## src/rtl/spi_pkg.sv

```systemverilog
// Shared types and defaults for the SPI mode-0 slave transaction controller.
package spi_pkg;

    localparam int SPI_ADDR_W = 7;
    localparam int SPI_DATA_W = 8;

    // R/W bit value (last command bit) that selects a read.
    localparam logic RW_READ = 1'b1;

    localparam logic [2:0] LAST_BIT = 3'd7;

    typedef enum logic [2:0] {
        ST_IDLE,
        ST_GET_CMD,
        ST_READ_LOAD,
        ST_READ_SHIFT,
        ST_WRITE_SHIFT,
        ST_WRITE_COMMIT,
        ST_DONE
    } spi_state_t;

endpackage

```

## src/rtl/spi_shiftreg.sv

```systemverilog
// Byte shift register: parallel load, MSB-first serial shift, parallel and serial out.
module spi_shiftreg
    import spi_pkg::*;
#(
    parameter int DATA_W = SPI_DATA_W
) (
    input  logic              clk,
    input  logic              rst_n,
    input  logic              load_en,
    input  logic              shift_en,
    input  logic              serial_in,
    input  logic [DATA_W-1:0] load_data,
    output logic [DATA_W-1:0] par_out,
    output logic              serial_out
);

    logic [DATA_W-1:0] sr_q;
    logic [DATA_W-1:0] sr_d;

    // Load wins over shift; the controller never asserts both.
    always_comb begin
        sr_d = sr_q;
        if (load_en) begin
            sr_d = load_data;
        end else if (shift_en) begin
            sr_d = {sr_q[DATA_W-2:0], serial_in};
        end
    end

    always_ff @(posedge clk) begin
        if (!rst_n) begin
            sr_q <= '0;
        end else begin
            sr_q <= sr_d;
        end
    end

    assign par_out    = sr_q;
    assign serial_out = sr_q[DATA_W-1];

endmodule

```

## src/rtl/spi_slave_fsm.sv

```systemverilog
// SPI mode-0 slave: decodes a command byte, then reads a memory byte out on MISO
// or shifts a byte in and commits it with a single-cycle write strobe.
module spi_slave_fsm
    import spi_pkg::*;
#(
    parameter int ADDR_W = SPI_ADDR_W,
    parameter int DATA_W = SPI_DATA_W
) (
    input  logic              clk,
    input  logic              rst_n,
    input  logic              cs_cond,
    input  logic              mosi_cond,
    input  logic              sclk_posedge,
    input  logic              sclk_negedge,
    input  logic [DATA_W-1:0] mem_rdata,
    output logic [ADDR_W-1:0] mem_addr,
    output logic [DATA_W-1:0] mem_wdata,
    output logic              mem_we,
    output logic              miso,
    output logic              miso_oe
);

    spi_state_t        state_q, state_d;
    logic [2:0]        count_q, count_d;
    logic [ADDR_W-1:0] mem_addr_q, mem_addr_d;
    logic              mem_we_q, mem_we_d;
    logic              miso_q, miso_d;
    logic              miso_oe_q, miso_oe_d;

    logic              sr_load, sr_shift, sr_in, sr_msb;
    logic [DATA_W-1:0] sr_par;
    logic              last_edge;

    spi_shiftreg #(.DATA_W(DATA_W)) u_shiftreg (
        .clk        (clk),
        .rst_n      (rst_n),
        .load_en    (sr_load),
        .shift_en   (sr_shift),
        .serial_in  (sr_in),
        .load_data  (mem_rdata),
        .par_out    (sr_par),
        .serial_out (sr_msb)
    );

    assign last_edge = sclk_posedge && (count_q == LAST_BIT);

    always_comb begin
        state_d    = state_q;
        count_d    = count_q;
        mem_addr_d = mem_addr_q;
        mem_we_d   = 1'b0;
        miso_d     = miso_q;
        miso_oe_d  = miso_oe_q;
        sr_load    = 1'b0;
        sr_shift   = 1'b0;
        sr_in      = mosi_cond;

        // A deasserted chip select overrides everything, so a write whose last
        // bit coincides with CS release is never committed.
        if (cs_cond) begin
            state_d   = ST_IDLE;
            miso_oe_d = 1'b0;
        end else begin
            case (state_q)
                ST_IDLE: begin
                    state_d = ST_GET_CMD;
                    count_d = '0;
                end
                ST_GET_CMD: begin
                    if (sclk_posedge) begin
                        sr_shift = 1'b1;
                        count_d  = count_q + 3'd1;
                        if (last_edge) begin
                            mem_addr_d = sr_par[ADDR_W-1:0];
                            count_d    = '0;
                            state_d    = (mosi_cond == RW_READ) ? ST_READ_LOAD : ST_WRITE_SHIFT;
                        end
                    end
                end
                ST_READ_LOAD: begin
                    sr_load   = 1'b1;
                    miso_oe_d = 1'b1;
                    state_d   = ST_READ_SHIFT;
                end
                ST_READ_SHIFT: begin
                    if (sclk_posedge) begin
                        count_d = count_q + 3'd1;
                        if (last_edge) begin
                            count_d = '0;
                            state_d = ST_DONE;
                        end
                    end else if (sclk_negedge) begin
                        miso_d   = sr_msb;
                        sr_shift = 1'b1;
                        sr_in    = 1'b0;
                    end
                end
                ST_WRITE_SHIFT: begin
                    if (sclk_posedge) begin
                        sr_shift = 1'b1;
                        count_d  = count_q + 3'd1;
                        if (last_edge) begin
                            count_d  = '0;
                            mem_we_d = 1'b1;
                            state_d  = ST_WRITE_COMMIT;
                        end
                    end
                end
                ST_WRITE_COMMIT: begin
                    state_d = ST_DONE;
                end
                ST_DONE: begin
                    state_d = ST_DONE;
                end
                default: begin
                    state_d = ST_IDLE;
                end
            endcase
        end
    end

    always_ff @(posedge clk) begin
        if (!rst_n) begin
            state_q    <= ST_IDLE;
            count_q    <= '0;
            mem_addr_q <= '0;
            mem_we_q   <= 1'b0;
            miso_q     <= 1'b0;
            miso_oe_q  <= 1'b0;
        end else begin
            state_q    <= state_d;
            count_q    <= count_d;
            mem_addr_q <= mem_addr_d;
            mem_we_q   <= mem_we_d;
            miso_q     <= miso_d;
            miso_oe_q  <= miso_oe_d;
        end
    end

    assign mem_addr  = mem_addr_q;
    assign mem_wdata = sr_par;
    assign mem_we    = mem_we_q;
    assign miso      = miso_q;
    assign miso_oe   = miso_oe_q;

endmodule
```

## config.mk

```make
export PLATFORM = sky130hd
export DESIGN_NAME = spi_slave_fsm
export DESIGN_NICKNAME = d
export VERILOG_FILES = /design/src/rtl/spi_pkg.sv /design/src/rtl/spi_shiftreg.sv /design/src/rtl/spi_slave_fsm.sv
export SDC_FILE = /design/constraint.sdc
export NUM_CORES = 1
export LEC_CHECK = 0
export CAP_MARGIN = 10
export CORE_ASPECT_RATIO = 0.6
export CORE_MARGIN = 1.5
export CORE_UTILIZATION = 50
export CTS_CLUSTER_SIZE = 24
export DETAILED_ROUTE_END_ITERATION = 10
export PLACE_DENSITY = 0.82
export SLEW_MARGIN = 15
export SYNTH_ARGS = -nofsm -noshare
export SYNTH_HDL_FRONTEND = slang
export SYNTH_SLANG_ARGS = --single-unit
```

## constraint.sdc

```tcl
create_clock -name clk -period 3.56 [get_ports clk]
set_clock_uncertainty 0.1 [all_clocks]
set_input_delay 0.712 -clock clk [delete_from_list [all_inputs] [get_ports clk]]
set_output_delay 0.712 -clock clk [all_outputs]
set_load 0.05 [all_outputs]
```

==> qor.csv <==
stage,metric,value,unit
finish,final net count,170,
sta,Max Slew Vio Count,0,
min_path,Hold Path Depth,2,
yosys,most instantiated library cell after synthesis,dfxtp_1,
sta,Final Setup Violations,0,
clock_tree,CTS Buffer Depth,2,
yosys,Mapped Nets,143,
placed_design,DP HPWL,1980,um
min_path,Hold EP,count_q[2],
placed_design,port bufs,31,
sta,final hold violation count,0,
critical_path,required time worst endpoint,3.66,ns
yosys,register area share after synthesis,0.387,
critical_path,"slowest stage delay, CP",0.71,ns
yosys,Synth Cell Area,1240,um^2
sta,Slew @ Worst Pin,0.851,ns
floorplan,# rows,13,
yosys,Syn Inst Count,127,
yosys,Ys Warns,0,
clock_tree,setup bufs post-CTS,0,
clock_tree,CTS Buf Count,3,
global_route,vias in the first global route,847,
finish,ANT cells,0,
detailed_routing,Routed Antenna Nets,0,
clock_tree,Clock Latency Late Sink,0.27,ns
clock_tree,CTS tree,yes,
power_and_ir_drop,Max VDD drop,0.236,mV
critical_path,Setup Crit Path Kind,in -> reg,
global_route,pin count of the biggest net entering global routing,20,
clock_tree,CTS Hold Bufs,0,
sta,Setup TNS Final,0,ns
critical_path,arrival time at the worst endpoint,2.64,ns
critical_path,Worst Setup End Kind,register,
yosys,synthesis-stage register bit count,24,
yosys,post-synthesis async set-or-reset flop share,0,
power_and_ir_drop,Static Leak,0.646,nW
yosys,Post-synth top flop,dfxtp_1,
floorplan,core area,2260,um^2
global_route,global-route wire length before repair,4200,um
global_route,initial antenna violation count,0,
clock_tree,clk root buf,clkbuf_8,
detailed_routing,DRT Pass-1 Iters,4,
detailed_routing,final wirelength,2640,um
critical_path,Max Fanout on Critical Path,7,
floorplan,Die Y,41.6,um
yosys,Post-synth EDFFs,0,
sta,unrepaired setup endpoints after global routing,no,
clock_tree,CTS H-tree lvls,1,
detailed_routing,Vias/cell,5.44,
power_and_ir_drop,overall power,502,uW
critical_path,CP max stage cell,o21bai_1,
yosys,Synth area leaders,"dfxtp_1 (39%), mux2i_1 (15%), nand2_1 (5.7%)",
critical_path,Reg-to-Reg Start,state_q[0],
global_route,grt total ovfl,0,
floorplan,Horiz. Die Dim,67.3,um
critical_path,flop2flop setup slack,1.44,ns
finish,layout cells sized above 1,0.111,
yosys,post-synthesis area per instance,9.77,um^2
run,max_cap viols,0,
sta,Slew HR,0.432,
detailed_routing,# DRC,0,
sta,Max Clock Freq,394,MHz
critical_path,Worst Path Buf+Inv,1,
outcome,outcome,finished clean,
critical_path,RR Endpoint,u_shiftreg.par_out[5],
clock_tree,post-CTS sizing,0,
critical_path,crit path cell chain,"clkdlybuf4s50_1, nand2b_1, a21oi_1, o21bai_1, mux2i_1",
finish,area grow syn2layout,27.3,%
yosys,largest area contributor in the netlist,dfxtp_1,
detailed_routing,routed length per placed instance,14.4,um
placed_design,GPL Wtd Cong,0.856,
floorplan,Starting Density,0.549,
min_path,Hold Path Class,reg -> reg,
yosys,top cell type's share of synthesized area,0.387,
power_and_ir_drop,PwrDens,318,nW/um^2
clock_tree,"CTS clk-pin slew, worst paths",0.08,ns
finish,filler instances,176,
sta,Tcrit/Tclk final,0.713,
floorplan,die area,2800,um^2
floorplan,IO Pins,32,
critical_path,critical path launch point type,input pin,
detailed_routing,via count,995,
min_path,Hold Crit Start,count_q[2],
sta,Final min period,2.54,ns
clock_tree,CTS sink cnt,24,
critical_path,"CP delay by family, top",compound AO/OA/AOI/OAI gates,
critical_path,Reg2Reg Depth,4,
global_route,GR Util All Layers,0.203,
yosys,most instantiated cells after synthesis,"dfxtp_1 (24), nand2_1 (19), mux2i_1 (18), nor2b_1 (10), mux2_2 (6)",
detailed_routing,Detailed Route Iter0 Violations,39,
yosys,library cells used by synthesis,35,
==> flip-flops by register name (all words and copies together), names as in the netlist <==
register / flops
mem_we: 1
mem_addr: 7
miso_oe: 1
count_q: 3
state_q: 3
miso: 1
u_shiftreg.par_out: 8
==> how the worst max path moves through the flow <==
stage                             from                     to  cells past startpoint
after floorplan                cs_cond  u_shiftreg.par_out[2]                      5
after global placement    sclk_posedge  u_shiftreg.par_out[7]                      5
after detailed placement  sclk_posedge  u_shiftreg.par_out[5]                      5
after CTS                 sclk_posedge  u_shiftreg.par_out[5]                      5
after global routing      sclk_posedge  u_shiftreg.par_out[4]                      5
final                     sclk_posedge  u_shiftreg.par_out[5]                      5
==> cell type report <==
type	count	area, um^2	area share
multi-input cells	93	689	0.436
clock buffers	4	55.1	0.0348
repair buffers	32	318	0.201
well taps	30	37.5	0.0238
flip-flops and latches	24	480	0.304
==> worst reg2reg max path, delay by kind of cell, from the launching register on <==
family	cells	cell delay, ns
flops	1	0.65
mux	1	0.26
compound gates	2	0.82
simple gates	1	0.22
==> report_power, final <==
part | internal [mW] | leakage, nW | switching (mW)
Combinational | 0.0228 | 0.423 | 0.0195
Clock | 0.0989 | 0.0288 | 0.0876
Sequential | 0.270 | 0.194 | 0.00369
Total | 0.392 | 0.646 | 0.111
==> routing by layer <==
metal	vias to the layer above	track usage	share of wire
li1	494	-	-
met1	456	0.285	0.48
met2	39	0.295	0.44
met3	6	0.0596	0.056
met4	0	0.0735	0.017
met5	-	0	0
==> metrics by stage <==
stage / instances / cell area, um^2 / hold slack [ns] / setup WS [ns] / utilization
after global placement: 179 / 1530 / 0.347 / 0.842 / 0.675
final: 183 / 1580 / 0.379 / 1.02 / 0.699
after CTS: 183 / 1580 / 0.381 / 1.04 / 0.699
after floorplan: 127 / 1240 / 0.338 / 1.58 / -
after global routing: 183 / 1580 / 0.410 / 0.888 / 0.699
after detailed placement: 179 / 1530 / 0.369 / 0.745 / 0.675
==> cells by family (layout without fill, tap and decap cells) <==
| logic type | count (synthesis) | in the layout | share of synthesized area |
|---|---|---|---|
| AND/OR/NAND/NOR | 50 | 50 | 0.231 |
| multiplexers | 25 | 25 | 0.209 |
| flip-flops | 24 | 24 | 0.387 |
| AO/OA/AOI/OAI | 16 | 16 | 0.0958 |
| buffers and inverters | 10 | 36 | 0.0575 |
| adder cells (fa/ha/maj) | 2 | 2 | 0.0202 |
==> cells in the final DEF (no fill, tap or decap), drive strengths merged, types with 2 or more instances in the layout <==
master	n
nor4b	2
a31o	2
mux2	7
dfxtp	24
nand3	2
clkbuf	4
nand2b	6
ha	2
nor2	6
nor2b	10
nand2	19
o21bai	3
clkdlybuf4s50	31
mux2i	18
a21oi	3
Note: power is estimated with default switching activity, not from simulation.
